--- src/rtl/instr_fetch_unit.sv ---
// Instruction fetch front end: PC generation, valid/ready fetch requests, in-order
// response buffering and branch redirect/flush for the control decoder.
module instr_fetch_unit #(
  parameter logic [31:0] RESET_PC   = 32'h0000_0000,
  parameter int          FIFO_DEPTH = 2
) (
  input  logic        clk,
  input  logic        rst_n,
  output logic        imem_req_valid,
  input  logic        imem_req_ready,
  output logic [31:0] imem_req_addr,
  input  logic        imem_rsp_valid,
  input  logic [31:0] imem_rsp_data,
  input  logic        redirect_valid,
  input  logic [31:0] redirect_pc,
  output logic        redirect_misal,
  input  logic        hold,
  output logic [31:0] instruction,
  output logic [31:0] instr_pc,
  output logic        stale
);

  localparam int              AW       = $clog2(FIFO_DEPTH);
  localparam int              CW       = AW + 1;
  localparam logic [CW-1:0]   FULL_CNT = CW'(FIFO_DEPTH);
  localparam logic [CW:0]     DEPTH_W  = (CW + 1)'(FIFO_DEPTH);
  localparam logic [31:0]     NOP      = 32'h0000_0013;

  typedef enum logic {ST_BOOT, ST_RUN} state_e;

  state_e          state_q, state_d;
  logic            run;

  logic [31:0]     fetch_pc_q, fetch_pc_d;
  logic [31:0]     rsp_pc_q, rsp_pc_d;
  logic [CW-1:0]   outstanding_q, outstanding_d;
  logic [CW-1:0]   drop_cnt_q, drop_cnt_d;
  logic [CW-1:0]   count_q, count_d;
  logic [AW-1:0]   wr_ptr_q, wr_ptr_d;
  logic [AW-1:0]   rd_ptr_q, rd_ptr_d;
  logic [31:0]     data_q [FIFO_DEPTH];
  logic [31:0]     pc_q   [FIFO_DEPTH];

  logic [CW:0]     pending;
  logic            accept, rsp_take, drop_now, push, pop;
  logic            fifo_empty, fifo_full;
  logic [31:0]     redirect_base;

  // ---------------- FSM: state register ----------------
  always_ff @(posedge clk or negedge rst_n) begin
    if (!rst_n) state_q <= ST_BOOT;
    else        state_q <= state_d;
  end

  // ---------------- FSM: next state ----------------
  always_comb begin
    state_d = state_q;
    case (state_q)
      ST_BOOT: state_d = ST_RUN;
      ST_RUN:  state_d = ST_RUN;
      default: state_d = ST_BOOT;
    endcase
  end

  // ---------------- FSM: outputs ----------------
  always_comb begin
    run = 1'b0;
    case (state_q)
      ST_RUN:  run = 1'b1;
      default: run = 1'b0;
    endcase
  end

  // Request channel: valid/ready. A transfer happens on a cycle where both are 1; once
  // raised, valid stays high and addr stays stable until accepted, unless a redirect
  // intervenes (valid drops that cycle and addr jumps to the new PC).
  always_comb begin
    pending       = {1'b0, count_q} + {1'b0, outstanding_q};
    fifo_empty    = (count_q == '0);
    fifo_full     = (count_q == FULL_CNT);
    redirect_base = {redirect_pc[31:2], 2'b00};

    imem_req_valid = run && (pending < DEPTH_W) && !redirect_valid;
    imem_req_addr  = fetch_pc_q;
    accept         = imem_req_valid && imem_req_ready;

    // Responses with nothing outstanding (e.g. straggling across a reset) are ignored.
    rsp_take = imem_rsp_valid && (outstanding_q != '0);
    drop_now = rsp_take && (drop_cnt_q != '0);
    push     = rsp_take && !drop_now && !redirect_valid;

    stale = fifo_empty || hold || redirect_valid;
    pop   = !stale;

    redirect_misal = redirect_valid && (redirect_pc[1:0] != 2'b00);
    instruction    = fifo_empty ? NOP : data_q[rd_ptr_q];
    instr_pc       = fifo_empty ? 32'h0 : pc_q[rd_ptr_q];
  end

  always_comb begin
    outstanding_d = outstanding_q + CW'(accept) - CW'(rsp_take);
    drop_cnt_d    = drop_cnt_q;
    fetch_pc_d    = fetch_pc_q;
    rsp_pc_d      = rsp_pc_q;
    count_d       = count_q;
    wr_ptr_d      = wr_ptr_q;
    rd_ptr_d      = rd_ptr_q;

    if (redirect_valid) begin
      // A response arriving alongside the redirect is already excluded from outstanding_d.
      drop_cnt_d = outstanding_d;
      fetch_pc_d = redirect_base;
      rsp_pc_d   = redirect_base;
      count_d    = '0;
      wr_ptr_d   = '0;
      rd_ptr_d   = '0;
    end else begin
      if (drop_now) drop_cnt_d = drop_cnt_q - CW'(1);
      if (accept)   fetch_pc_d = fetch_pc_q + 32'd4;
      if (push) begin
        rsp_pc_d = rsp_pc_q + 32'd4;
        wr_ptr_d = wr_ptr_q + AW'(1);
      end
      if (pop) rd_ptr_d = rd_ptr_q + AW'(1);
      count_d = count_q + CW'(push) - CW'(pop);
    end
  end

  always_ff @(posedge clk or negedge rst_n) begin
    if (!rst_n) begin
      fetch_pc_q    <= RESET_PC;
      rsp_pc_q      <= RESET_PC;
      outstanding_q <= '0;
      drop_cnt_q    <= '0;
      count_q       <= '0;
      wr_ptr_q      <= '0;
      rd_ptr_q      <= '0;
    end else begin
      fetch_pc_q    <= fetch_pc_d;
      rsp_pc_q      <= rsp_pc_d;
      outstanding_q <= outstanding_d;
      drop_cnt_q    <= drop_cnt_d;
      count_q       <= count_d;
      wr_ptr_q      <= wr_ptr_d;
      rd_ptr_q      <= rd_ptr_d;
    end
  end

  // Buffer storage is qualified by count_q, so it needs no reset.
  always_ff @(posedge clk) begin
    if (push) begin
      data_q[wr_ptr_q] <= imem_rsp_data;
      pc_q[wr_ptr_q]   <= rsp_pc_q;
    end
  end

  a_no_push_when_full: assert property (@(posedge clk) disable iff (!rst_n)
    !(push && fifo_full));

  a_drop_le_outstanding: assert property (@(posedge clk) disable iff (!rst_n)
    drop_cnt_q <= outstanding_q);

endmodule

--- config.mk ---
export PLATFORM = sky130hd
export DESIGN_NAME = instr_fetch_unit
export DESIGN_NICKNAME = d
export VERILOG_FILES = /design/src/rtl/instr_fetch_unit.sv
export SDC_FILE = /design/constraint.sdc
export NUM_CORES = 1
export LEC_CHECK = 0
export CORE_ASPECT_RATIO = 2
export CORE_MARGIN = 3
export CORE_UTILIZATION = 40
export CTS_CLUSTER_DIAMETER = 80
export DETAILED_ROUTE_END_ITERATION = 6
export GPL_TIMING_DRIVEN = 0
export PLACE_DENSITY = 0.67
export SYNTH_ARGS = -nofsm -noshare
export SYNTH_HDL_FRONTEND = slang
export SYNTH_SLANG_ARGS = --single-unit
--- constraint.sdc ---
create_clock -name clk -period 3.8 [get_ports clk]
set_clock_uncertainty 0.2 [all_clocks]
set_input_delay 0.57 -clock clk [delete_from_list [all_inputs] [get_ports clk]]
set_output_delay 0.57 -clock clk [all_outputs]
set_load 0.01 [all_outputs]
# Word-level counts from Yosys, hierarchy flattened
# Memories as Yosys holds them, arrays and structs flattened.
# Cells that the tools add are included.
# Widths: inputs -> output; s select.
[word_totals]
mem_bits_rw = 128
n_memories = 2
output_inout_bits = 99
register_bits = 73
[mem_list]
columns = ["name", "words", "word_bits", "rd", "rd_clocked_by_memory_dff", "wr", "line", "text"]
rows = [
  ["data_q", 2, 32, 1, 0, 1, "41", "logic [31:0] data_q [FIFO_DEPTH];"],
  ["pc_q", 2, 32, 1, 0, 1, "42", "logic [31:0] pc_q [FIFO_DEPTH];"],
]
[classes]
n_mux = 16
magnitude_cmp = 1
add_sub_neg = 10
reduce_logical = 20
n_eq_ne = 1
[ops]
columns = ["cell", "count"]
rows = [
  ["$mux 32", 6],
  ["$add 32x3->32 const B", 2],
  ["$reduce_bool 2->1", 6],
  ["$logic_and 1x1->1", 8],
  ["$mux 1", 7],
  ["$mux 2", 3],
  ["$add 2x1->2", 2],
  ["$sub 2x1->2", 2],
  ["$add 2x2->3", 1],
  ["$logic_not 1->1", 3],
  ["$lt 3x2->1 const B", 1],
  ["$add 1x1->1 const B", 2],
  ["$logic_not 2->1", 1],
  ["$logic_or 1x1->1", 2],
  ["$ne 2x2->1 const B", 1],
  ["$sub 2x1->2 const B", 1],
]

# Longest topological paths before layout
[logic_depth]
word_depth = 9
depth_mapped = 13
depth_no_buf = 11

# Worst setup path after synthesis
# Ideal clock, no wire load.
[synth_path]
path_type = "input port to flip-flop"
start = "input port redirect_valid"
end = "memory data_q[0][0], enable pin"
arrival_time_ns = 3.880
stages = 5
path_buffers = 2
path_slack_ns = -0.762
setup_ns = 0.482
path_cell_list = "clkbuf_1 -> inv_1 -> clkbuf_1 -> nand3_1 -> nor2_1"
[synth_via]
elab_chain_cells = 4
[synth_rtl]
columns = ["item", "line", "text"]
rows = [
  ["start: declaration", "14", "input logic redirect_valid,"],
  ["$logic_not 1->1", "90", "push = rsp_take && !drop_now && !redirect_valid;"],
  ["$logic_and 1x1->1", "90", ""],
  ["$mux 1", "151", "if (push) begin"],
  ["$mux 1 (not written as such)", "152", "data_q[wr_ptr_q] <= imem_rsp_data;"],
  ["end: declaration", "41", ""],
]
# Every way passes these cells.

# Final worst setup path
[layout_path]
start = "register outstanding_q[0]"
end = "output port imem_req_valid"
[layout_via]
elab_chain_cells = 4
[layout_rtl]
columns = ["item", "line", "text"]
rows = [
  ["start: declaration", "36", "logic [CW-1:0] outstanding_q, outstanding_d;"],
  ["start signal: assignment", "141", "outstanding_q <= outstanding_d;"],
  ["$add 2x2->3", "78", "pending = {1'b0, count_q} + {1'b0, outstanding_q};"],
  ["$lt 3x2->1", "83", "imem_req_valid = run && (pending < DEPTH_W) && !redirect_valid;"],
  ["$logic_and 1x1->1 (2 in series)", "83", ""],
  ["end: declaration", "9", "output logic imem_req_valid,"],
]
# Every way passes these cells.

==> metrics <==
vias in the first global route 6242; postcts setup bufs 0; Worst IR Drop VDD 0.3281 mV; CP max FO 6; CTS Buf Count 17; critical path, cell by cell and2_1 > fa_1 > or4b_1 > buf_2 > inv_1 > clkdlybuf4s50_1; final core occ 0.5377; Initial Util 0.4100; area grow syn2layout 31.13%; final hold vios 0; core area approximately 21000 sq um; status complete, no violations; CP peak stage delay 540 ps; die height around 210 um; Initial DRC Count 420; r2r worst-path depth 12; HP Start rsp_pc_q[23]$_DFFE_PN0N_; H-tree depth 4; gpl congestion 0.8591; CP endpoint kind output port; Unique masters post-synth 48; power density cells 497.8 nW/um^2; initial antenna violation count 0; Rows 75; CTS tree built; Total Routed Length 21390 um; first-pass GRT wire length 33370 um; Post-Synth Simple-Gate Area 0.1440; Worst-Skew Late Latency 440 ps; sequential area share after synthesis 0.6296; Fmax 275.9 MHz; Root Driver clkbuf_16; synthesized area about 8700 sq um; total gr overflow 0; Syn Area/Cell between 10 and 15 sq um; RSZ-0062 raised after global routing no; Mapped Cells 693; Startpoint Class flip-flop; die area 23550 sq um; Antenna diodes 0; drt first pass iters 4; Final setup viols 0; worst min path class flip-flop to flip-flop; final-stage net count ~960; CTS sink count 193; post-synthesis xor/xnor area fraction 0.04553; placed wire-length estimate 16340 um; IO Count 169; Yosys warnings 0; Post-synth top flop edfxtp_1; Fillers 1855; Port-buffer cells approximately 160; synthesized flop and latch total 193; Global Route Usage Sum 0.1892; Hold EP pc_q[0][23]$_DFFE_PP_; Worst R2R Start outstanding_q[0]$_DFF_PN0_; largest net degree at the start of global routing 40; slowest cell on the critical path clkdlybuf4s50_1; Clock Pin Slew Worst Setup and Hold Paths ~70 ps; Final Cycle Share 0.9538; WL per Instance 18.36 um; crit path DAT 2850 ps; Vias between 5000 and 6000; Synth async-reset ratio 0.3575; Relative slew margins 0.3116; R2R setup slack roughly 250 ps; Finished Layout Cells 1165; Final Max Slew Viols 0; main combinational cell family by area after synthesis simple AND/OR/NAND/NOR gates; layout cells sized above 1 0.09375; post-route ant nets 0; CTS Buffer Depth 2; EDFF count, synth 124; WHS Path Cells 0; Leak 3.998 nW; post-DR vias/cell around 5; max-cap viol count 0; multiplexer share of the synthesized area 0.09626; final routed DRC violation total 0; Synth Area in Compound Gates 0.04668; placed cell count 1134; Worst EP required 3030 ps; RR Endpoint drop_cnt_q[1]$_DFFE_PN0P_; Worst Max-Slew Pin Slew 1023 ps; Final min period 3624 ps; Die X-Extent roughly 110 um; Synth Area in Adders 0.01243; Setup CP Type flip-flop to output port
==> power breakdown <==
group	total (mW)	internal (mW)	switching, mW	leakage (nW)
Sequential	2.61	2.44	0.164	1.95
Clock	1.72	0.976	0.747	0.283
Combinational	1.32	0.650	0.673	1.77
==> cell type report <==
type | count | area, sq um | share of cell area
clock buffers | 23 | 489.2 | 0.04310
clock inverters | 8 | 78.83 | 0.006944
multi-input cells | 452 | 3019 | 0.2660
flip-flops and latches | 193 | 5450 | 0.4801
plain buffers | 31 | 142.6 | 0.01256
well taps | 269 | 336.6 | 0.02965
repair buffers | 170 | 1764 | 0.1554
inverters | 19 | 71.32 | 0.006282
==> worst max path at each step <==
stage                                           from                         to
final                     outstanding_q[0]$_DFF_PN0_             imem_req_valid
after global routing            rd_ptr_q$_DFFE_PN0P_             instruction[8]
after CTS                 outstanding_q[0]$_DFF_PN0_  drop_cnt_q[1]$_DFFE_PN0P_
after detailed placement              redirect_valid             redirect_misal
after global placement                redirect_valid     data_q[1][2]$_DFFE_PP_
after floorplan                       redirect_valid     data_q[0][0]$_DFFE_PP_
==> layer usage <==
layer  wire [um]  share of wire  GRT usage
met1        7345           0.34     0.1891
met2       12140           0.57     0.3528
met3        1008          0.047    0.04278
met4         896          0.042    0.09114
met5           0              0          0
==> registers in the layout, summed over array words and instances (netlist names) <==
name / flops
data_q: 64
pc_q: 60
drop_cnt_q: 2
state_q: 1
outstanding_q: 2
rsp_pc_q: 30
wr_ptr_q: 1
imem_req_addr: 30
rd_ptr_q: 1
count_q: 2
==> Yosys cell counts (2+ instances only) <==
cell,n,area share
a31oi_1,3,0.0022
buf_4,5,0.0043
nor3_1,15,0.0087
mux2_2,18,0.023
nand4_1,18,0.013
or2_2,2,0.0014
a21o_1,2,0.0017
o21ai_1,5,0.0029
or4_1,3,0.0026
a21oi_1,10,0.0058
mux2i_1,63,0.073
xor2_1,20,0.020
nor4_2,5,0.0072
or3_1,4,0.0029
edfxtp_1,124,0.43
o21ai_0,26,0.015
o311ai_0,3,0.0030
nor4_4,4,0.0098
nor2_2,3,0.0022
buf_2,3,0.0017
ha_1,7,0.010
and3_1,6,0.0043
a211oi_1,2,0.0017
dfrtp_1,69,0.20
nand3_1,32,0.018
nor4_1,5,0.0036
a31o_2,2,0.0020
o211ai_1,7,0.0061
inv_1,19,0.0082
conb_1,2,0.00087
and2_1,2,0.0014
xnor2_1,25,0.025
clkbuf_1,23,0.010
nand2_1,51,0.022
nor2_1,92,0.040
==> cell usage in the layout (no fill, tap or decap), types with 22 or more instances in the layout <==
cell and count:
clkdlybuf4s50_1 163, edfxtp_1 124, nor2_1 90, dfrtp_1 69, mux2i_1 63, nand2_1 51
nand3_1 32, o21ai_0 26, xnor2_1 25, clkbuf_1 22
==> through the flow <==
stage                     cell area [sq um]  setup slack [ps]  total power, mW  hold slack [ps]  TNS (ps)
final                                 11350             175.7            5.652            319.7         0
after floorplan                        8668            -762.1            3.312            74.41    -94500
after CTS                             11360             101.4            5.717            323.5         0
after detailed placement              10770            -141.0            3.986            306.3     -6344
after global placement                10650             -3191            3.950            296.7   -443250
after global routing                  11350             25.54            5.940            340.2         0
==> what timing repair did <==
item,CTS,global route
hold endpoints to repair,30,0
endpoints found under the setup margin,2,1
gates resized for setup,3,0
hold buffers,1,0
==> cells by family (layout without fill, tap and decap cells) <==
| group | Yosys count | in the layout |
|---|---|---|
| adder cells (fa/ha/maj) | 8 | 8 |
| buffers and inverters | 51 | 251 |
| multiplexers | 81 | 81 |
| other | 2 | 5 |
| XOR/XNOR | 45 | 45 |
| AND/OR/NAND/NOR | 248 | 248 |
| AO/OA/AOI/OAI | 65 | 65 |
| flip-flops | 193 | 193 |
==> critical path: cells and delay by family (launching register included) <==
kind / cells / cell delay (ps)
DFF: 1 / 450
adders and majority gates: 1 / 430
buffers and inverters: 3 / 840
and+or+nand+nor: 2 / 700
Note: power is estimated with default switching activity, not from simulation.
==> edit: new RTL, same settings <==
The parameter `FIFO_DEPTH` goes from 2 to 4.
--- a/src/rtl/instr_fetch_unit.sv
+++ b/src/rtl/instr_fetch_unit.sv
@@ -3,5 +3,5 @@
 module instr_fetch_unit #(
   parameter logic [31:0] RESET_PC   = 32'h0000_0000,
-  parameter int          FIFO_DEPTH = 2
+  parameter int          FIFO_DEPTH = 4
 ) (
   input  logic        clk,
Function: changed (Yosys sat finds a counterexample within 4 cycles, from zero or initial values and one cycle with rst_n low).
==> edit against the original RTL <==
  * Synthesized area rose by 57%
  * Critical endpoint is now instr_pc[3]
  * Count of clock-buffer cells in the layout rose by 13
  * Worst setup slack improved by 69 ps
  * Synthesized cell count rose by 23%
  * Power rose by 80%
  * Combinational power rose by 130%
  * Sequential cell count rose by 129
  * Sequential share of layout area rose by 6.8 points
  * Final area rose by 49%
  * Die area rose by 55%
  * Final cell count rose by 30%
  * Worst hold slack got worse by 120 ps
  * Routed wire length rose by 47%
==> edit: results (changes against the original RTL) <==
Cells and area
  – Clock buffers and inverters, area share: 0.0554 (+0.00538)
  – Layout net count: 1138 (+18%)
  – Fraction of area in multi-input gates: 0.243 (-0.0232)
  – Share of layout cells above drive strength 1: 0.165 (+0.0709)
  – Fillers: 2907 (+57%)
  – # clk buffers: 36 (+57%)
  – Number of flip-flops under the largest register name: 128 (+100%)
  – Registers with the highest flip-flop counts: data_q (128), pc_q (120)
  – Layout buffering overhead excluding clock cells: 0.117 (-0.0512)
  – Final core utilization: 0.504 (-0.0336)

Global routing
  – Met3 track utilization from global routing: 0.0214 (-0.0214)
  – Met2 demand-to-capacity share in global routing: 0.337 (-0.0159)

Drt
  – Routed via count: 7901 (+32%)
  – Number of design-rule violations left by the first detailed-router iteration: 411 (-2.1%)
  – Detailed-routing wirelength on met1: 11.0 mm (+50%)
  – Per-cell routed wire length: 20.9 µm (+14%)

Synthesis
  – Share of synthesized area spent on multiplexers: 0.115 (+0.0189)
  – Top post-synthesis cells by count: edfxtp_1, dfrtp_1, mux4_2
  – Part of the Yosys area used for sequential elements: 0.682 (+0.0526)
  – Synthesized-area fraction occupied by xor and xnor cells: 0.0276 (-0.0179)
  – Synthesized-area fraction occupied by adder cells: 0.0158 (+0.00336)
  – Mean instance size in the synthesized netlist: 16.0 µm² (+28%)

Status
  – Result of the run: complete, no violations

Clocking
  – Clock sink total: 322 (+67%)
  – Clock network latency to the later pin of the worst-skew pair: 560 ps (+120 ps)
  – H-Tree Level Count: 1 (-3)
  – CTS Buffer Depth: 3 (+1)

Setup path
  – Highest cell delay on the worst timing path: 650 ps (+110 ps)
  – CP Data Arrival Time: 2780 ps (-70 ps)
  – Critical path destination: instr_pc[3]
  – Critical R2R Launch: count_q[1]

STA
  – Final cycle utilization of the critical path: 0.935 (-0.0183)
  – Hold slack: 201 ps (-118 ps)

Placed design
  – Placed wire-length estimate after detailed placement: 22.2 mm (+36%)
  – Final Wtd Congestion: 0.862 (+0.38%)
[edit: what timing repair did]
item	in CTS	in global routing
hold buffers	1	0
gates resized for setup	11	2
endpoints found under the setup margin	63	1
hold endpoints to repair	74	0
[edit: cell families (layout without fill, tap and decap cells)]
| kind of cell | Yosys count | after routing |
|---|---|---|
| AO/OA/AOI/OAI | 70 | 70 |
| buffers and inverters | 59 | 281 |
| flip-flops | 322 | 322 |
| XOR/XNOR | 43 | 43 |
| other | 2 | 5 |
| AND/OR/NAND/NOR | 260 | 260 |
| multiplexers | 78 | 78 |
| adder cells (fa/ha/maj) | 16 | 16 |
[edit: power by group]
| group | switching, mW | leakage (nW) | internal [mW] |
|---|---|---|---|
| Sequential | 0.230 | 3.13 | 4.02 |
| Combinational | 1.46 | 2.06 | 1.56 |
| Clock | 1.28 | 0.461 | 1.60 |
